==> src/rtl/mem_resp_pkg.sv <==
// mem_resp_pkg: shared types and constants for the mem_responder block.
//   state_t      - read FSM states (IDLE, WAIT, RESP)
//   *_DEF        - default ADDR_W / DATA_W / RD_WAIT parameter values
//   CNT_W        - width of the wr_cnt / rd_cnt transaction counters
//   WAIT_W       - width of the read wait-state down-counter
//   sat_inc()    - saturating counter increment (holds at all-ones)
package mem_resp_pkg;

  localparam int ADDR_W_DEF  = 6;
  localparam int DATA_W_DEF  = 8;
  localparam int RD_WAIT_DEF = 2;
  localparam int CNT_W       = 16;
  localparam int WAIT_W      = 4;

  typedef enum logic [1:0] {
    IDLE = 2'd0,
    WAIT = 2'd1,
    RESP = 2'd2
  } state_t;

  function automatic logic [CNT_W-1:0] sat_inc(input logic [CNT_W-1:0] v);
    return (v == {CNT_W{1'b1}}) ? v : v + 1'b1;
  endfunction

endpackage

==> src/rtl/mem_resp_array.sv <==
// mem_resp_array: word storage for mem_responder.
// Synchronous write, combinational (asynchronous) read; contents are never
// reset so data survives a responder reset.
// Ports:
//   clk    - clock, write on posedge
//   we     - write enable
//   waddr  - write word address
//   wdata  - write word (data, plus parity bit when parity is built in)
//   raddr  - read word address
//   rdata  - read word, follows raddr combinationally
module mem_resp_array
  import mem_resp_pkg::*;
#(
  parameter int ADDR_W = ADDR_W_DEF,
  parameter int WORD_W = DATA_W_DEF
) (
  input  logic              clk,
  input  logic              we,
  input  logic [ADDR_W-1:0] waddr,
  input  logic [WORD_W-1:0] wdata,
  input  logic [ADDR_W-1:0] raddr,
  output logic [WORD_W-1:0] rdata
);

  logic [WORD_W-1:0] mem_reg [2**ADDR_W];

  always_ff @(posedge clk) begin
    if (we) begin
      mem_reg[waddr] <= wdata;
    end
  end

  assign rdata = mem_reg[raddr];

endmodule

==> src/rtl/mem_responder.sv <==
// mem_responder: single-port memory responder with zero-wait writes and
// RD_WAIT-wait-state reads.
// A request is taken at a posedge with en=1 while ready=1. Writes complete at
// that edge. Reads latch the address and walk IDLE -> WAIT -> RESP -> IDLE;
// the RESP cycle fetches the word and the registered rvalid/rdata pulse
// appears in the following cycle, so acceptance at edge N yields rvalid in
// the cycle after edge N+RD_WAIT+1.
// Optional feature (macro MEM_RESPONDER_PARITY_EN): an even-parity bit is
// stored with each word, par_inj flips it on write, par_err flags a mismatch
// alongside rvalid.
// Ports:
//   clk, rst        - clock, asynchronous active-high reset
//   en, wr          - request strobe, 1=write / 0=read
//   addr, wdata     - word address, write data
//   ready           - high only in IDLE (request can be accepted)
//   rdata, rvalid   - read data (0 unless rvalid), one-cycle response pulse
//   wr_cnt, rd_cnt  - saturating accepted-write / completed-read counters
//   par_inj,par_err - parity injection / parity error (macro builds only)
module mem_responder
  import mem_resp_pkg::*;
#(
  parameter int ADDR_W  = ADDR_W_DEF,
  parameter int DATA_W  = DATA_W_DEF,
  parameter int RD_WAIT = RD_WAIT_DEF
) (
  input  logic              clk,
  input  logic              rst,
  input  logic              en,
  input  logic              wr,
  input  logic [ADDR_W-1:0] addr,
  input  logic [DATA_W-1:0] wdata,
`ifdef MEM_RESPONDER_PARITY_EN
  input  logic              par_inj,
  output logic              par_err,
`endif
  output logic              ready,
  output logic [DATA_W-1:0] rdata,
  output logic              rvalid,
  output logic [CNT_W-1:0]  wr_cnt,
  output logic [CNT_W-1:0]  rd_cnt
);

`ifdef MEM_RESPONDER_PARITY_EN
  localparam int WORD_W = DATA_W + 1;
`else
  localparam int WORD_W = DATA_W;
`endif

  state_t              state_reg;
  logic                ready_reg;
  logic                rvalid_reg;
  logic [DATA_W-1:0]   rdata_reg;
  logic [CNT_W-1:0]    wr_cnt_reg;
  logic [CNT_W-1:0]    rd_cnt_reg;
  logic [WAIT_W-1:0]   wait_cnt_reg;
  logic [ADDR_W-1:0]   addr_reg;

  logic                wr_acc;
  logic                rd_acc;
  logic [WORD_W-1:0]   wword;
  logic [WORD_W-1:0]   rword;

  // ready_reg is high exactly when the FSM sits in IDLE.
  assign wr_acc = en && ready_reg && wr;
  assign rd_acc = en && ready_reg && !wr;

`ifdef MEM_RESPONDER_PARITY_EN
  logic par_err_reg;
  // Stored bit makes the whole word even; par_inj deliberately breaks that.
  assign wword   = {(^wdata) ^ par_inj, wdata};
  assign par_err = par_err_reg;
`else
  assign wword   = wdata;
`endif

  mem_resp_array #(
    .ADDR_W (ADDR_W),
    .WORD_W (WORD_W)
  ) u_array (
    .clk   (clk),
    .we    (wr_acc),
    .waddr (addr),
    .wdata (wword),
    .raddr (addr_reg),
    .rdata (rword)
  );

  always_ff @(posedge clk or posedge rst) begin
    if (rst) begin
      state_reg    <= IDLE;
      ready_reg    <= 1'b1;
      rvalid_reg   <= 1'b0;
      rdata_reg    <= '0;
      wr_cnt_reg   <= '0;
      rd_cnt_reg   <= '0;
      wait_cnt_reg <= '0;
      addr_reg     <= '0;
`ifdef MEM_RESPONDER_PARITY_EN
      par_err_reg  <= 1'b0;
`endif
    end else begin
      // Response outputs are single-cycle pulses; rdata is zero otherwise.
      rvalid_reg <= 1'b0;
      rdata_reg  <= '0;
`ifdef MEM_RESPONDER_PARITY_EN
      par_err_reg <= 1'b0;
`endif
      if (wr_acc) begin
        wr_cnt_reg <= sat_inc(wr_cnt_reg);
      end
      case (state_reg)
        IDLE: begin
          if (rd_acc) begin
            addr_reg  <= addr;
            ready_reg <= 1'b0;
            if (RD_WAIT == 0) begin
              state_reg <= RESP;
            end else begin
              state_reg    <= WAIT;
              wait_cnt_reg <= WAIT_W'(RD_WAIT);
            end
          end
        end
        WAIT: begin
          // Leave on the edge where the count reaches 0, so WAIT spans
          // RD_WAIT cycles.
          wait_cnt_reg <= wait_cnt_reg - 1'b1;
          if (wait_cnt_reg == WAIT_W'(1)) begin
            state_reg <= RESP;
          end
        end
        RESP: begin
          rvalid_reg <= 1'b1;
          rdata_reg  <= rword[DATA_W-1:0];
          rd_cnt_reg <= sat_inc(rd_cnt_reg);
`ifdef MEM_RESPONDER_PARITY_EN
          // Odd parity over data+stored bit means the word is corrupt.
          par_err_reg <= ^rword;
`endif
          state_reg <= IDLE;
          ready_reg <= 1'b1;
        end
        default: begin
          state_reg <= IDLE;
          ready_reg <= 1'b1;
        end
      endcase
    end
  end

  assign ready  = ready_reg;
  assign rvalid = rvalid_reg;
  assign rdata  = rdata_reg;
  assign wr_cnt = wr_cnt_reg;
  assign rd_cnt = rd_cnt_reg;

endmodule
==> config.mk <==
export PLATFORM = sky130hd
export DESIGN_NAME = mem_responder
export DESIGN_NICKNAME = d
export VERILOG_FILES = /design/src/rtl/mem_resp_pkg.sv /design/src/rtl/mem_resp_array.sv /design/src/rtl/mem_responder.sv
export SDC_FILE = /design/constraint.sdc
export NUM_CORES = 1
export LEC_CHECK = 0
export BUFFER_PORTS_ARGS = -buffer_cell sky130_fd_sc_hd__buf_4
export CAP_MARGIN = 20
export CORE_AREA = 2 2 157 313
export CTS_CLUSTER_DIAMETER = 40
export DETAILED_ROUTE_END_ITERATION = 6
export DIE_AREA = 0 0 159 315
export PLACE_DENSITY = 0.61
export SLEW_MARGIN = 20
export SYNTH_ARGS = -nofsm -noshare
export SYNTH_HDL_FRONTEND = slang
export SYNTH_SLANG_ARGS = --single-unit
==> constraint.sdc <==
create_clock -name clk -period 2.6 [get_ports clk]
set_input_delay 0.52 -clock clk [delete_from_list [all_inputs] [get_ports clk]]
set_output_delay 0.52 -clock clk [all_outputs]
set_load 0.05 [all_outputs]
==> impl_metrics.csv <==
group,metric,value,unit
global_route,grt.overflow.total,0,
job,maxCapViolCount,0,
detailed_routing,wl,48100,um
timing,period_needed,2.51,ns
clocking,cts-root-buf,"clkbuf_16",
pwr,power,23900,uW
yosys,yosysTopAreaCell,"edfxtp_1",
final_layout,num_antenna_cells,0,
setup_path,arrival,2.97,ns
setup_path,r2r-start,"addr_reg[1]",
setup_path,crit_chain,"buf_12, buf_4, mux4_2, mux2i_1, buf_4, a221oi_1, o21ai_1, nand3_1",
setup_path,crit_start,"addr_reg[1]",
floorplan,dieWidth,159,um
pwr,power.share.sequential,43.4,%
clocking,h-tree-depth,2,
placed_design,io_buffers,59,
pwr,vdd_ir_drop_max,668,uV
global_route,antenna_found_initial,0,
detailed_routing,routedWlPerCell,24.7,um
floorplan,top_level_ports,60,
timing,tns,0,ns
setup_path,ff2ff_path_depth,8,
yosys,synth_warnings,0,
setup_path,slowest_delay,0.49,ns
pwr,powerDensity,926,nW/um2
setup_path,critPathLaunchType,"register",
final_layout,largest_register_ffs,512,
pwr,swShare,28.1,%
pwr,intPower,17200,uW
clocking,cts_tree,"yes",
timing,slew_viol_final,0,
yosys,synth.avg_cell_area,20.5,um2
timing,rsz0062_at_grt,"false",
final_layout,final_util,53.9,%
setup_path,cp_max_fo,41,
timing,skew,0.0178,ns
global_route,grt_start_max_net_pins,65,
hold_path,min_path_type,"input pin to asynchronous set/reset pin",
detailed_routing,drtPass1Iterations,7,
detailed_routing,wl_met1,19900,um
detailed_routing,maxUsedRoutingLayer,"met4",
pwr,p_clk_share,31.5,%
pwr,p_comb_share,25.0,%
clocking,cts_made_buffers,51,
clocking,post-cts-setup-buffers,0,
placed_design,dp_hpwl,31100,um
detailed_routing,vias_per_cell,5.63,
clocking,cts.sinks,566,
clocking,clk_path_buf_depth,3,
clocking,clk_latency,0.58,ns
yosys,ys_seq_elements,566,
pwr,p_sw,6740,uW
yosys,synth-edff-count,512,
detailed_routing,vias,10944,
detailed_routing,wl_met2,24200,um
yosys,synthCells,1080,
global_route,grt_pass1_wl,73200,um
timing,max_freq,398,MHz
clocking,clkTransAtPathRegs,0.07,ns
final_layout,syn2layout_area_growth,16.5,%
timing,slew_headroom,47.3,%
detailed_routing,drc,0,
timing,whs,0.155,ns
setup_path,cp-end-kind,"register",
detailed_routing,dr.first_iter.drc_count,993,
outcome,status,"completed",
yosys,yosys_most_used_dff,"edfxtp_1",
timing,hold_viol,0,
clocking,cts_resized,0,
setup_path,cp_common_cell,"buf_4",
detailed_routing,dr_wl_met3,2560,um
timing,worstMarginPinSlew,0.791,ns
setup_path,timing.rr.end,"rdata[2]",
placed_design,place_congestion,0.870,
yosys,syn_nets,1102,
yosys,synth_area,22200,um2
setup_path,crit_type,"register to register",
floorplan,start_util,46.3,%
final_layout,drive_gt1_share,31.5,%
setup_path,r2r_setup_slack,0.09,ns
pwr,power.leakage,0.00865,uW
yosys,synth_cell_types,44,
global_route,grtUsageTotal,19.6,%
floorplan,die_h,315,um
yosys,synth_top_area_share,69.3,%
yosys,yosys-top-cells-area,"edfxtp_1 69%, mux4_2 14%, dfrtp_1 6.0%",
floorplan,die-area,50100,um2
timing,setup_violations,0,
global_route,first_global_vias,11421,
setup_path,required,3.06,ns
final_layout,final_nets,1285,
floorplan,core,47900,um2
detailed_routing,ant_nets,0,
clocking,ctsHoldBuffers,0,
floorplan,rows,114,
yosys,synth-seq-area-share,75.4,%
setup_path,slowest_stage,"mux4_2",
yosys,synth-async-reset-ratio,9.54,%
timing,fin_crit_sh,96.6,%
## critical path, delay by kind of cell (launching register included)
kind	cells	cell delay, ns
DFF	1	0.47
buffers and inverters	3	0.69
and+or+nand+nor	1	0.09
muxes	2	0.87
AOI/OAI and AO/OA	2	0.20
## cell usage after synthesis (all sizes together) (2+ instances only)
| cell | count |
|---|---|
| nand2b | 2 |
| nor2 | 75 |
| inv | 7 |
| buf | 40 |
| nand3b | 5 |
| edfxtp | 512 |
| nor4 | 2 |
| o211ai | 7 |
| a21oi | 4 |
| o22ai | 3 |
| nor3b | 5 |
| nor2b | 7 |
| xnor2 | 21 |
| a211oi | 2 |
| nand4 | 9 |
| mux2 | 4 |
| and3 | 2 |
| mux2i | 48 |
| a221o | 3 |
| ha | 4 |
| mux4 | 138 |
| nor3 | 5 |
| nand3 | 17 |
| clkbuf | 13 |
| xor2 | 10 |
| a311o | 3 |
| and2 | 5 |
| a22oi | 7 |
| dfrtp | 53 |
| and4 | 4 |
| nand2 | 44 |
| or3b | 2 |
| o21ai | 11 |
## cell usage in the layout, fill, tap and decap left out, types with 7 or more instances in the layout
master,instances
a22oi_1,7
buf_12,8
buf_4,175
clkbuf_1,12
clkbuf_16,52
clkinv_2,9
dfrtp_1,50
edfxtp_1,512
mux2i_1,48
mux4_2,138
nand2_1,44
nand3_1,17
nand4_1,9
nor2_1,75
nor2b_1,7
o211ai_1,7
o21ai_0,8
xnor2_1,21
xor2_1,10
## cell type report
type,instances,area (um2)
well taps,638,798
multi-input cells,454,5120
fillers,3761,22100
inverters,7,26.3
flip-flops and latches,566,16700
clock buffers,64,1350
repair buffers,183,1470
clock inverters,32,335
## logic make-up (layout without fill, tap and decap cells)
| group | count (synthesis) | after routing | share of synthesized area, % |
|---|---|---|---|
| multiplexers | 190 | 190 | 16.4 |
| AND/OR/NAND/NOR | 187 | 187 | 3.95 |
| buffers and inverters | 60 | 286 | 1.47 |
| AO/OA/AOI/OAI | 42 | 42 | 1.31 |
| flip-flops | 566 | 566 | 75.4 |
| adder cells (fa/ha/maj) | 4 | 4 | 0.226 |
| XOR/XNOR | 31 | 31 | 1.22 |
## worst max-delay path by stage
stage / end
2_1_floorplan: rd_cnt[5]
3_3_place_gp: rdata[2]
3_5_place_dp: rdata[2]
4_1_cts: rdata[2]
5_1_grt: rdata[2]
6_report: rdata[2]
## routing by layer
layer	vias up	track usage, %
met4	0	6.28
met5	-	0
met1	5744	27.5
met3	85	2.46
met2	364	32.5
li1	4751	-
## power groups by stage
stage | clock network (uW) | registers [uW] | logic (uW)
after floorplan | 0 | 10700 | 3900
after global placement | 0 | 10600 | 6020
after detailed placement | 0 | 10600 | 6070
after CTS | 7750 | 10400 | 6090
after global routing | 8070 | 10400 | 6370
final | 7550 | 10400 | 5990
## through the flow
stage	cells	setup slack, ns	area [um2]
global placement	1848	0.0796	24200
floorplan	1080	0.338	22200
detailed placement	1848	0.100	24200
global route	1944	0.0259	25800
finish	1944	0.0888	25800
CTS	1944	0.0913	25800
(Power assumes the default switching activity.)
